File: src/rtl/led_channel_scheduler_pkg.sv
// Shared definitions for the LED channel scheduler: FSM state encoding and
// the latch-timer width helper.
package led_channel_scheduler_pkg;

  typedef enum logic [1:0] {
    IDLE   = 2'd0,
    START  = 2'd1,
    ACTIVE = 2'd2,
    LATCH  = 2'd3
  } sched_state_e;

  // A zero-length latch gap still needs a legal (1-bit) timer vector.
  function automatic int timer_width(input int cycles);
    return (cycles > 0) ? $clog2(cycles + 1) : 1;
  endfunction

endpackage

File: src/rtl/led_channel_scheduler_one_hot_rr_pick.sv
// Combinational round-robin picker: returns the first set req bit at or above
// the one-hot ptr, wrapping from the MSB back to bit 0.
module led_channel_scheduler_one_hot_rr_pick #(
  parameter int NUM_CHANNELS = 5
) (
  input  logic [NUM_CHANNELS-1:0] req,
  input  logic [NUM_CHANNELS-1:0] ptr,
  output logic [NUM_CHANNELS-1:0] pick,
  output logic                    any
);

  logic [2*NUM_CHANNELS-1:0] dbl;
  logic [2*NUM_CHANNELS-1:0] diff;
  logic [2*NUM_CHANNELS-1:0] masked;

  // Subtracting ptr from the doubled request vector clears the first set bit
  // at or above ptr; a borrow running past the low copy models the wrap.
  always_comb begin
    dbl    = {req, req};
    diff   = dbl - {{NUM_CHANNELS{1'b0}}, ptr};
    masked = dbl & ~diff;
    pick   = masked[NUM_CHANNELS-1:0] | masked[2*NUM_CHANNELS-1:NUM_CHANNELS];
    any    = |req;
  end

endmodule

File: src/rtl/led_channel_scheduler.sv
// Round-robin scheduler sharing one pixel serializer among LED strip outputs,
// with a latch gap enforced after every frame.
module led_channel_scheduler
  import led_channel_scheduler_pkg::*;
#(
  parameter  int NUM_CHANNELS = 5,
  parameter  int LATCH_CYCLES = 3000,
  localparam int IDX_W        = $clog2(NUM_CHANNELS)
) (
  input  logic                    clk,
  input  logic                    rst_n,
  input  logic                    enable,
  input  logic [NUM_CHANNELS-1:0] req,
  input  logic                    ser_done,
  output logic [NUM_CHANNELS-1:0] grant,
  output logic [IDX_W-1:0]        chan_idx,
  output logic                    ser_start,
  output logic                    busy,
  output logic                    latch
);

  localparam int TIMER_W = timer_width(LATCH_CYCLES);
  localparam logic [TIMER_W-1:0] TIMER_LAST =
    TIMER_W'((LATCH_CYCLES > 0) ? (LATCH_CYCLES - 1) : 0);

  sched_state_e state, state_d;
  logic [NUM_CHANNELS-1:0] ptr, ptr_d;
  logic [NUM_CHANNELS-1:0] grant_d;
  logic [IDX_W-1:0]        idx_d;
  logic [TIMER_W-1:0]      timer, timer_d;
  logic                    start_d;

  logic [NUM_CHANNELS-1:0] pick;
  logic                    pick_any;
  logic [IDX_W-1:0]        pick_idx;

  led_channel_scheduler_one_hot_rr_pick #(
    .NUM_CHANNELS(NUM_CHANNELS)
  ) u_pick (
    .req  (req),
    .ptr  (ptr),
    .pick (pick),
    .any  (pick_any)
  );

  always_comb begin
    pick_idx = '0;
    for (int i = 0; i < NUM_CHANNELS; i++) begin
      if (pick[i]) pick_idx = pick_idx | IDX_W'(i);
    end
  end

  always_comb begin
    state_d = state;
    ptr_d   = ptr;
    grant_d = grant;
    idx_d   = chan_idx;
    timer_d = timer;
    start_d = 1'b0;
    unique case (state)
      IDLE: begin
        if (enable && pick_any) begin
          grant_d = pick;
          idx_d   = pick_idx;
          state_d = START;
        end
      end
      START: begin
        start_d = 1'b1;
        state_d = ACTIVE;
      end
      ACTIVE: begin
        if (ser_done) begin
          ptr_d   = {grant[NUM_CHANNELS-2:0], grant[NUM_CHANNELS-1]};
          grant_d = '0;
          timer_d = '0;
          state_d = (LATCH_CYCLES == 0) ? IDLE : LATCH;
        end
      end
      LATCH: begin
        if (timer == TIMER_LAST) begin
          timer_d = '0;
          state_d = IDLE;
        end else begin
          timer_d = timer + TIMER_W'(1);
        end
      end
      default: state_d = IDLE;
    endcase
  end

  // Status outputs are registered from the next state so they line up with it.
  always_ff @(posedge clk or negedge rst_n) begin
    if (!rst_n) begin
      state     <= IDLE;
      ptr       <= NUM_CHANNELS'(1);
      grant     <= '0;
      chan_idx  <= '0;
      timer     <= '0;
      ser_start <= 1'b0;
      busy      <= 1'b0;
      latch     <= 1'b0;
    end else begin
      state     <= state_d;
      ptr       <= ptr_d;
      grant     <= grant_d;
      chan_idx  <= idx_d;
      timer     <= timer_d;
      ser_start <= start_d;
      busy      <= (state_d != IDLE);
      latch     <= (state_d == LATCH);
    end
  end

endmodule

File: config.mk
export PLATFORM = sky130hd
export DESIGN_NAME = led_channel_scheduler
export DESIGN_NICKNAME = d
export VERILOG_FILES = /design/src/rtl/led_channel_scheduler_pkg.sv /design/src/rtl/led_channel_scheduler_one_hot_rr_pick.sv /design/src/rtl/led_channel_scheduler.sv
export SDC_FILE = /design/constraint.sdc
export NUM_CORES = 1
export LEC_CHECK = 0
export ABC_AREA = 1
export CAP_MARGIN = 10
export CELL_PAD_IN_SITES_DETAIL_PLACEMENT = 0
export CELL_PAD_IN_SITES_GLOBAL_PLACEMENT = 1
export CORE_UTILIZATION = 43
export CTS_CLUSTER_DIAMETER = 40
export CTS_CLUSTER_SIZE = 25
export DETAILED_ROUTE_END_ITERATION = 8
export MAX_ROUTING_LAYER = met4
export PLACE_DENSITY = 0.88
export SETUP_SLACK_MARGIN = 0.1
export SKIP_LAST_GASP = 1
export SYNTH_ARGS = -nofsm -noshare
export SYNTH_HDL_FRONTEND = slang
export SYNTH_SLANG_ARGS = --single-unit
File: constraint.sdc
create_clock -name clk -period 4.9 [get_ports clk]
set_input_delay 0.735 -clock clk [delete_from_list [all_inputs] [get_ports clk]]
set_output_delay 0.735 -clock clk [all_outputs]
set_load 0.005 [all_outputs]
==> results of run 1 <==
cell usage in the layout (no fill, tap or decap), drive strengths merged:
master,n
nand2,92
inv,39
nor2,30
dfrtp,29
nand3,23
clkdlybuf4s50,19
o21ai,14
clkbuf,7
nand4,5
ha,5
xor2,3
o22ai,2
a21oi,2
nor3,2
xnor2,1
fa,1
clkinv,1
buf,1
dfstp,1
report_power, final:
group          internal, mW  switching [mW]  total (mW)
Combinational        0.0669           0.108       0.175
Clock                 0.113          0.0945       0.208
Sequential            0.282          0.0393       0.322
layer usage:
metal	routed length, um	share of wire
met1	2070	0.52
met4	49	0.012
met2	1700	0.43
met3	133	0.034
met5	0	0
synthesized netlist by cell type (all sizes together):
cell type,number
a21oi,2
dfrtp,29
dfstp,1
fa,1
ha,5
inv,39
nand2,92
nand3,23
nand4,5
nor2,30
nor3,2
o21ai,14
o22ai,2
xnor2,1
xor2,3
cell families (layout without fill, tap and decap cells):
family | Yosys count | in the layout | synth area share
XOR/XNOR | 4 | 4 | 0.0196
flip-flops | 30 | 30 | 0.421
AO/OA/AOI/OAI | 18 | 18 | 0.0540
buffers and inverters | 39 | 67 | 0.0820
AND/OR/NAND/NOR | 152 | 152 | 0.377
adder cells (fa/ha/maj) | 6 | 6 | 0.0463
final cells by class:
cell class	instances	area, sq um	share of cell area
multi-input combinational	180	886	0.415
sequential	30	752	0.352
timing repair buffer	20	198	0.0926
inverter	39	146	0.0685
clock buffer	7	86.3	0.0404
tap	50	62.6	0.0293
clock inverter	1	5.00	0.00234
through the flow:
step	instances	utilization	hold slack (ns)	setup slack, ns	instance area, sq um
after floorplan	249	-	0.439	3.05	1780
after global placement	319	0.511	0.472	2.45	2040
after detailed placement	319	0.511	0.481	2.42	2040
after CTS	327	0.534	0.491	2.71	2140
after global routing	327	0.534	0.505	2.53	2140
final	327	0.534	0.485	2.70	2140
worst paths after layout:
path,start,endpoint,cells after the start
setup / recovery,req[0],chan_idx[0],11
hold / removal,ptr[0],ptr[0],2
setup reg to reg,ptr[0],chan_idx[0],9
hold reg to reg,ptr[0],ptr[0],2
max in group asynchronous,rst_n,ptr[0],2
min in group asynchronous,rst_n,timer[11],2
worst max-delay path: stages:
cell,delay [ns]
clkdlybuf4s50_1,0.45
inv_1,0.13
nand2_1,0.12
fa_1,0.43
nand2_1,0.09
nand3_1,0.12
nand3_1,0.10
nand2_1,0.05
nand2_1,0.06
nand2_1,0.08
nand3_1,0.07
registers in the layout (all words and copies together), names as in the netlist:
| register | cells |
|---|---|
| chan_idx | 3 |
| timer | 12 |
| ptr | 5 |
| latch | 1 |
| ser_start | 1 |
| state | 2 |
| grant | 5 |
| busy | 1 |
==> metrics.cfg, run 1 <==
[place]
portBuffers = 19
dpl.hpwl_um = 3030
gp_congestion = 0.899

[timing]
finalSetupViolations = 0
maxSlewViolCount = 0
slew-limit-headroom = 0.747
hold_violations = 0
finalCritPeriodShare = 0.448
max_clock_freq_mhz = 455
final.setup.tns_ns = 0
worst-slew-pin-transition_ns = 0.380
rsz0062_at_grt = no
min_period_ns = 2.20
fin_skew_ns = 0.00791

[cts]
cts-root-buf = clkbuf_8
cts_buffers = 5
post_cts_buffers = 0
htreeDepth = 2
cts_resized = 0
clock_latency_ns = 0.28
cts_tree = done
cts.clk_slew.worst_paths_ns = 0.06
clock_tree.buffer_depth = 2
cts-hold-fix-buffers = 0
cts.sinks = 30

[drt]
firstDrtPassIters = 4
dr.first_iter.drc_count = 100
vias = 1587
wl_um = 3960
antenna_left = 0
wire_per_inst_um = 12.1
drcViolationCount = 0
routed_via_density = 4.85

[grt]
grt_pass1_wl_um = 6670
use_met3 = 0.0569
top_usage_layer = met1
grt_max_degree = 31
grt_use_total = 0.209
use_met2 = 0.278
antenna_found_initial = 0
grt_pass1_vias = 1412
overflow = 0
grt_use_met1 = 0.304

[logic_synthesis]
syn-mean-instance-area_sq_um = 7.17
ys_top_cells_by_area = dfrtp_1 (41%), nand2_1 (18%), inv_1 (7.8%), nand3_1 (6.2%), nor2_1 (5.5%)
synth_warnings = 0
syn-num-nets = 264
synth_seq_cells = 30
yosysTopAreaCellShare = 0.407
syn_area_sq_um = 1780
synthDistinctLibCells = 22
synth_top_area_cell = dfrtp_1
yosysSeqAreaShare = 0.421
synthCells = 249

[die]
core-area_sq_um = 4000
die_y_um = 66.4
io_pins = 20
die_w_um = 66.4
start_util = 0.446
row_count = 23
die_area_sq_um = 4410

[worst_hold_path]
holdCritPathClass = register to register

[setup_path]
critPathMaxFanout = 4
crit_arrival_ns = 2.41
required_ns = 5.11
critPathLaunchType = input pin
crit_type = input pin to register
r2r_slack_ns = 3.20
crit_path_end_kind = register

[status]
run_status = finished clean

[layout]
n_antenna_cell = 0
nets = 291
final_layout_size_suffix_gt1_frac = 0.0866
fillers = 418
area_growth_pct = 19.7

[power_and_ir_drop]
finalPower_mw = 0.704
irDropWorstVdd_v = 0.000185
p_leak_nw = 1.10
power.density_nw_per_um2 = 330

[run]
max_cap_violations = 0

(Power assumes the default switching activity.)
==> run 2, diff against run 1 <==
--- a/config.mk
+++ b/config.mk
@@ -9,12 +9,12 @@
 export CAP_MARGIN = 10
 export CELL_PAD_IN_SITES_DETAIL_PLACEMENT = 0
 export CELL_PAD_IN_SITES_GLOBAL_PLACEMENT = 1
-export CORE_UTILIZATION = 43
+export CORE_UTILIZATION = 40
 export CTS_CLUSTER_DIAMETER = 40
 export CTS_CLUSTER_SIZE = 25
 export DETAILED_ROUTE_END_ITERATION = 8
 export MAX_ROUTING_LAYER = met4
-export PLACE_DENSITY = 0.88
+export PLACE_DENSITY = 0.83
 export SETUP_SLACK_MARGIN = 0.1
 export SKIP_LAST_GASP = 1
 export SYNTH_ARGS = -nofsm -noshare
==> constraint.sdc (replaced) <==
create_clock -name clk -period 2.2 [get_ports clk]
set_input_delay 0.33 -clock clk [delete_from_list [all_inputs] [get_ports clk]]
set_output_delay 0.33 -clock clk [all_outputs]
set_load 0.005 [all_outputs]
==> metrics.cfg, run 2 (synthesis gave the netlist of run 1 again) <==
[status]
run_status = finished clean  ; unchanged

[die]
core-area_sq_um = 4140  ; was 4000 sq um
die_w_um = 68.8  ; was 66.4 um
start_util = 0.431  ; was 0.446
die_y_um = 68.8  ; was 66.4 um
die_area_sq_um = 4730  ; was 4410 sq um
io_pins = 20  ; unchanged
row_count = 23  ; unchanged

[layout]
top_register = timer  ; unchanged
fillers = 437  ; was 418
layout_common_cells = nand2_1 (85), inv_1 (37), dfrtp_1 (29), nor2_1 (26), nand3_1 (22)  ; unchanged
n_antenna_cell = 0  ; unchanged
area_growth_pct = 20.5  ; was 19.7%
layout_commonest_cell = nand2_1  ; unchanged
largest_reg_flops = 12  ; unchanged
seq_area_sq_um = 752  ; unchanged
nets = 293  ; was 291
multiInputGateArea_sq_um = 886  ; unchanged
final_layout_size_suffix_gt1_frac = 0.0932  ; was 0.0866
top_regs = timer (12), grant (5), ptr (5)  ; unchanged
final_util = 0.519  ; was 0.534

[power_and_ir_drop]
power.density_nw_per_um2 = 735  ; was 330 nW/um^2
p_leak_nw = 1.11  ; was 1.10 nW
irDropWorstVdd_v = 0.000361  ; was 0.000185 V
finalPower_mw = 1.58  ; was 0.704 mW

[cts]
htreeDepth = 2  ; unchanged
cts_resized = 0  ; unchanged
cts_tree = done  ; unchanged
cts_buffers = 5  ; unchanged
post_cts_buffers = 0  ; unchanged
clock_tree.buffer_depth = 2  ; unchanged
cts.sinks = 30  ; unchanged
clock_latency_ns = 0.29  ; was 0.28 ns
cts-root-buf = clkbuf_8  ; unchanged
cts.clk_slew.worst_paths_ns = 0.07  ; was 0.06 ns
cts-hold-fix-buffers = 0  ; unchanged

[drt]
firstDrtPassIters = 4  ; unchanged
routed_via_density = 4.76  ; was 4.85
drcViolationCount = 0  ; unchanged
antenna_left = 0  ; unchanged
wire_per_inst_um = 12.8  ; was 12.1 um
wl_um = 4200  ; was 3960 um
vias = 1565  ; was 1,587
dr.first_iter.drc_count = 128  ; was 100

[grt]
grt_use_total = 0.213  ; was 0.209
overflow = 0  ; unchanged
grt_pass1_wl_um = 6970  ; was 6670 um
antenna_found_initial = 0  ; unchanged
grt_pass1_vias = 1464  ; was 1,412
grt_max_degree = 31  ; unchanged

[timing]
min_period_ns = 1.78
finalCritPeriodShare = 0.811
rsz0062_at_grt = no  ; unchanged
slew-limit-headroom = 0.743  ; was 0.747
worst-slew-pin-transition_ns = 0.386  ; was 0.380 ns
maxSlewViolCount = 0  ; unchanged
max_clock_freq_mhz = 561
setup_ws_ns = 0.416  ; was 2.70 ns
final.setup.tns_ns = 0  ; unchanged
finalSetupViolations = 0  ; unchanged
fin_skew_ns = 0.00741  ; was 0.00791 ns
hold_violations = 0  ; unchanged

[run]
max_cap_violations = 0  ; unchanged

[setup_path]
required_ns = 2.43  ; was 5.11 ns
critPathLaunchType = input pin  ; unchanged
crit_arrival_ns = 2.01  ; was 2.41 ns
crit_path_end_kind = register  ; unchanged
crit_type = input pin to register  ; unchanged
r2r_cells = 9  ; unchanged
reg2reg_to = grant[4]  ; was chan_idx[0]
cp-startpoint = req[0]  ; unchanged
r2r_slack_ns = 0.49  ; was 3.20 ns
critPathMaxFanout = 4  ; unchanged
r2r_start = ptr[0]  ; unchanged
crit_path_end = grant[4]  ; was chan_idx[0]

[place]
gp_congestion = 0.870  ; was 0.899
portBuffers = 19  ; unchanged
dpl_worst_slack_ns = 0.125  ; was 2.42 ns
dpl.hpwl_um = 3190  ; was 3030 um

[worst_hold_path]
holdCritPathClass = input pin to async pin  ; was register to register

## run 2: cell count changes in the layout (fill, tap and decap cells not counted)
cell and change:
buf_4 +2
## run 2: area by class of cell
type | count | area share
sequential | 30 | 0.350
multi-input combinational | 180 | 0.412
timing repair buffer | 22 | 0.0989
tap | 50 | 0.0291
clock inverter | 1 | 0.00233
inverter | 39 | 0.0681
clock buffer | 7 | 0.0401
## run 2: critical path, cell delays in order
cell             delay, ns
clkdlybuf4s50_1       0.44
inv_1                 0.13
nand2_1               0.11
fa_1                  0.43
nand2_1               0.09
nand3_1               0.10
nand3_1               0.10
nand2_1               0.06
o21ai_0               0.07
nand2_1               0.09
nand2_1               0.06
## run 2: per-stage QoR
stage,std cells,area (sq um),hold WS [ns]
floorplan,249,1780,0.0344
global placement,321,2060,0.475
detailed placement,321,2060,0.472
CTS,329,2150,0.437
global route,329,2150,0.510
finish,329,2150,0.424
## run 2: worst min-delay path by stage
stage,start,end,cells past startpoint
after floorplan,rst_n,busy,0
after global routing,rst_n,grant[0],2
after detailed placement,chan_idx[2],chan_idx[2],2
final,rst_n,grant[0],2
after CTS,rst_n,grant[0],2
after global placement,ptr[0],ptr[0],2
## run 2: power by group
part	internal [mW]	switching [mW]	leakage (nW)	total (mW)
Sequential	0.629	0.0874	0.383	0.716
Clock	0.252	0.220	0.0482	0.472
Combinational	0.152	0.240	0.675	0.391
Total	1.03	0.547	1.11	1.58
## run 2: metal layers
metal  vias up  part of all wire  GRT usage
met5         -                 0          -
met4         0             0.015     0.0612
met3         5             0.035     0.0493
met2        25              0.42      0.304
met1       699              0.53      0.298
li1        836                 -          -
==> RTL change 1: new RTL, flow settings as in run 1 <==
Make the reset (`rst_n`) synchronous in one clocked block.
--- a/src/rtl/led_channel_scheduler.sv
+++ b/src/rtl/led_channel_scheduler.sv
@@ -90,7 +90,7 @@
   end
 
   // Status outputs are registered from the next state so they line up with it.
-  always_ff @(posedge clk or negedge rst_n) begin
+  always_ff @(posedge clk) begin
     if (!rst_n) begin
       state     <= IDLE;
       ptr       <= NUM_CHANNELS'(1);
Formal check against the unedited RTL: differs if rst_n is asserted again (counterexample within 4 cycles, from zero or initial values and one cycle with rst_n low); with rst_n held inactive, the same outputs for 10 cycles.
==> RTL change 1 against run 1 <==
Sequential share of layout area fell by 5.5 points; wire length fell by 13%; first-iteration DRC count fell by 4.0%; sequential cell count did not move; synthesized cell count fell by 2.0%; setup slack got worse by 0.17 ns; power fell by 17%; register-to-register slack improved by 0.10 ns; final cell count fell by 3.4%; clock power fell by 4%; cell area fell by 5.4%; critical path depth did not move; synthesized area fell by 4.8%.
==> RTL change 1: results (changes against run 1) <==
| Metric | Value |
|---|---|
| DR iter-0 viols | 96 (-4.0%) |
| First-pass GRT wire length | 5730 um (-14%) |
| Netlist cell types | 33 (+50%) |
| Status | complete, no violations |
| Reg2Reg Setup Slack | 3.30 ns (+0.10 ns) |
| Largest net degree at the start of global routing | 15 (-52%) |
| Vias in the first global route | 1334 (-5.5%) |
| Pre-CTS setup slack | 2.27 ns (-0.149 ns) |
| Area share of xor/xnor cells in the synthesized design | 0.0206 (+0.000998) |
| Placed cells | 308 (-3.4%) |
| Multiplexer share of the synthesized area | 0 (unchanged) |
| Pleak | 0.918 nW (-16%) |
| Routed WL per cell | 10.9 um (-10%) |
| Fill cell count | 403 (-3.6%) |
| Cts repair resizes | 0 (unchanged) |
| Crit path time final | 2.37 ns (+0.173 ns) |
| All-Layer GR Usage | 0.184 (-0.0253) |
| Fin nets | 282 (-3.1%) |
| Synth Area in Adders | 0.0486 (+0.00235) |
| Sw frac | 0.278 (-0.0658) |
| Worst Path Arrival | 2.58 ns (+0.17 ns) |
| VDD IR max | 0.204 mV (+9.9%) |
| Worst Path Max Fanout | 8 (+4) |
| Mapped Cells | 244 (-2.0%) |
| Complex-gate fraction of the synthesized area | 0.0892 (+0.0352) |
| Post-synthesis net count | 259 (-1.9%) |
| Synth top area share | 0.354 (-0.0530) |
| End point of the critical path | chan_idx[1]$_SDFFE_PN0P_ |
| Area contributors post-synth | dfxtp_1 35%, nand2_1 14%, inv_1 6.9% |
| Max-slew headroom | 0.716 (-0.0310) |
| FF-to-FF Start | ptr[0]$_SDFFE_PN1P_ |
| Vias/cell | 4.79 (-1.3%) |
| Post-synth top flop | dfxtp_1 |
| Seq/Total Area, Yosys | 0.354 (-0.0677) |
| Initial antenna violation count | 0 (unchanged) |
| Clock Power Share | 0.342 (+0.047) |
| Top cells by count, synth | 63 x nand2_1, 31 x inv_1, 30 x dfxtp_1 |
| Worst Skew | 0.00171 ns (-0.00620 ns) |
| Gpl congestion | 0.958 (+6.6%) |
| DP HPWL | 2730 um (-9.9%) |
==> RTL change 1: cell count changes after synthesis, sizes merged, moves of 2 or more <==
| cell | run 1 | this run |
|---|---|---|
| dfxtp | 0 | 30 |
| dfrtp | 29 | 0 |
| nand2 | 92 | 69 |
| a21oi | 2 | 17 |
| o21ai | 14 | 8 |
| nand3 | 23 | 18 |
| nor2 | 30 | 35 |
| nor3 | 2 | 7 |
| buf | 0 | 2 |
| nand4 | 5 | 3 |
| o22ai | 2 | 0 |
==> RTL change 1: worst min path at each step <==
stage                             start              endpoint  slack, ns  cells past startpoint
CTS                 ptr[4]$_SDFFE_PN0P_   ptr[4]$_SDFFE_PN0P_       0.46                      2
finish              ptr[4]$_SDFFE_PN0P_   ptr[4]$_SDFFE_PN0P_       0.46                      2
floorplan           ptr[2]$_SDFFE_PN0P_   ptr[2]$_SDFFE_PN0P_       0.43                      2
global route        state[0]$_SDFF_PN0_  ser_start$_SDFF_PN0_       0.50                      2
global placement    ptr[4]$_SDFFE_PN0P_   ptr[4]$_SDFFE_PN0P_       0.45                      2
detailed placement  ptr[4]$_SDFFE_PN0P_   ptr[4]$_SDFFE_PN0P_       0.46                      2
==> RTL change 1: layer usage <==
layer  vias to the layer above  track usage  wire length [um]
met4                         0       0.0611                17
met1                       672        0.221              1610
met3                         2       0.0458               150
met5                         -            -                 0
met2                        27        0.298              1670
li1                        812            -                 -
==> RTL change 1: through the flow <==
stage	power, mW	hold WS, ns	area, um2
detailed placement	0.389	0.456	1930
global route	0.616	0.496	2020
global placement	0.390	0.450	1930
floorplan	0.347	0.433	1700
CTS	0.592	0.464	2020
finish	0.583	0.458	2020
==> RTL change 1: area by class of cell <==
type | instances | area, um2 | share of cell area
clock buffers | 7 | 86.3 | 0.0428
clock inverters | 1 | 5.00 | 0.00248
inverters | 39 | 151 | 0.0750
multi-input cells | 172 | 926 | 0.458
flip-flops and latches | 30 | 601 | 0.297
well taps | 48 | 60.1 | 0.0297
repair buffers | 19 | 190 | 0.0942
==> RTL change 1: worst max-delay path, cell delays in order <==
cell and delay (ns):
clkdlybuf4s50_1 0.54, inv_1 0.12, nand2_1 0.10, fa_1 0.44
nand3_1 0.13, nand2_1 0.07, nand2_1 0.06, nand2_1 0.07
a21oi_2 0.17, nor2_1 0.06, nor2_1 0.08
==> RTL change 1: logic make-up after synthesis <==
| family | after synthesis |
|---|---|
| AO/OA/AOI/OAI | 27 |
| flip-flops | 30 |
| buffers and inverters | 42 |
| adder cells (fa/ha/maj) | 6 |
| AND/OR/NAND/NOR | 135 |
| XOR/XNOR | 4 |
==> RTL change 2: new RTL, config.mk and constraints of run 1 <==
Without the edit above. Set the parameter `LATCH_CYCLES` to 1500 (it was 3000).
--- a/src/rtl/led_channel_scheduler.sv
+++ b/src/rtl/led_channel_scheduler.sv
@@ -4,7 +4,7 @@
   import led_channel_scheduler_pkg::*;
 #(
   parameter  int NUM_CHANNELS = 5,
-  parameter  int LATCH_CYCLES = 3000,
+  parameter  int LATCH_CYCLES = 1500,
   localparam int IDX_W        = $clog2(NUM_CHANNELS)
 ) (
   input  logic                    clk,
Check against the original RTL: no difference found for any inputs over 10 cycles, from zero or initial values and one cycle with rst_n low; that may be too few to reach the edited logic, so the function may still have changed.
==> RTL change 2 against run 1 <==
Core utilization rose by 1.3 points; power rose by 7.9%; sequential cell count fell by 1; worst hold slack improved by 0.0025 ns; setup slack got worse by 0.048 ns; wire length fell by 11%; cell area fell by 4.2%; synthesized area fell by 3.9%.
==> RTL change 2: results (changes against run 1) <==
| Metric | Value |
|---|---|
| Status | complete, no violations |
| RR Endpoint | chan_idx[2]$_DFFE_PN0P_ |
| M2 GR Usage | 0.339 (+0.0605) |
| Area share of xor/xnor cells in the synthesized design | 0.0204 (+0.000803) |
| Pleak | 1.02 nW (-6.9%) |
| DR iter-0 viols | 77 (-23%) |
| Worst Reg-to-Reg Cells | 10 (+1) |
| GR Util met1 | 0.259 (-0.0447) |
| Reg2Reg Setup Slack | 3.15 ns (-0.05 ns) |
| Multiplexer share of the synthesized area | 0.00657 (+0.00657) |
| Worst Skew | 0.00744 ns (-0.000474 ns) |
| Netlist cell types | 27 (+23%) |
| Slew @ Worst Pin | 0.360 ns (-0.0192 ns) |
| Top cells by count, synth | 74 x nand2_1, 38 x inv_1, 28 x dfrtp_1 |
| All-Layer GR Usage | 0.211 (+0.00191) |
| Placed cells | 300 (-6.0%) |
| Sw Pwr | 269 uW (+11%) |
| P_clk | 194 uW (-7%) |
| GR Util met3 | 0.0417 (-0.0152) |
| Met1 Routed Length | 1630 um (-21%) |
| Gpl congestion | 0.878 (-2.4%) |
| Pre-CTS setup slack | 2.37 ns (-0.0498 ns) |
| Fill cell count | 370 (-11%) |
| Post-synthesis net count | 249 (-5.7%) |
| Synth Area in Adders | 0.0482 (+0.00189) |
| Mapped Cells | 234 (-6.0%) |
| Vias in the first global route | 1496 (+5.9%) |
| Comb pwr share | 0.283 (+0.035) |
RTL change 2: cell count changes after synthesis, moves of 2 or more:
cell | run 1 | this run
nand3_1 | 22 | 20
nand2_1 | 85 | 74
nand2_2 | 4 | 1
nor2_1 | 26 | 22
o22ai_1 | 2 | 0
o21ai_1 | 0 | 4
nor2_4 | 2 | 0
RTL change 2: how the worst min path moves through the flow:
stage / endpoint / slack [ns] / cells past startpoint
after floorplan: busy$_DFF_PN0_ / 0.44 / 0
after global placement: ptr[2]$_DFFE_PN0P_ / 0.47 / 2
after detailed placement: chan_idx[2]$_DFFE_PN0P_ / 0.48 / 2
after CTS: chan_idx[2]$_DFFE_PN0P_ / 0.49 / 2
after global routing: ptr[1]$_DFFE_PN0P_ / 0.52 / 2
final: chan_idx[2]$_DFFE_PN0P_ / 0.49 / 2
RTL change 2: final cells by class:
class,instances,share of cell area
clock buffer,7,0.0422
inverter,39,0.0716
multi-input combinational,164,0.405
sequential,29,0.355
tap,48,0.0294
timing repair buffer,20,0.0966
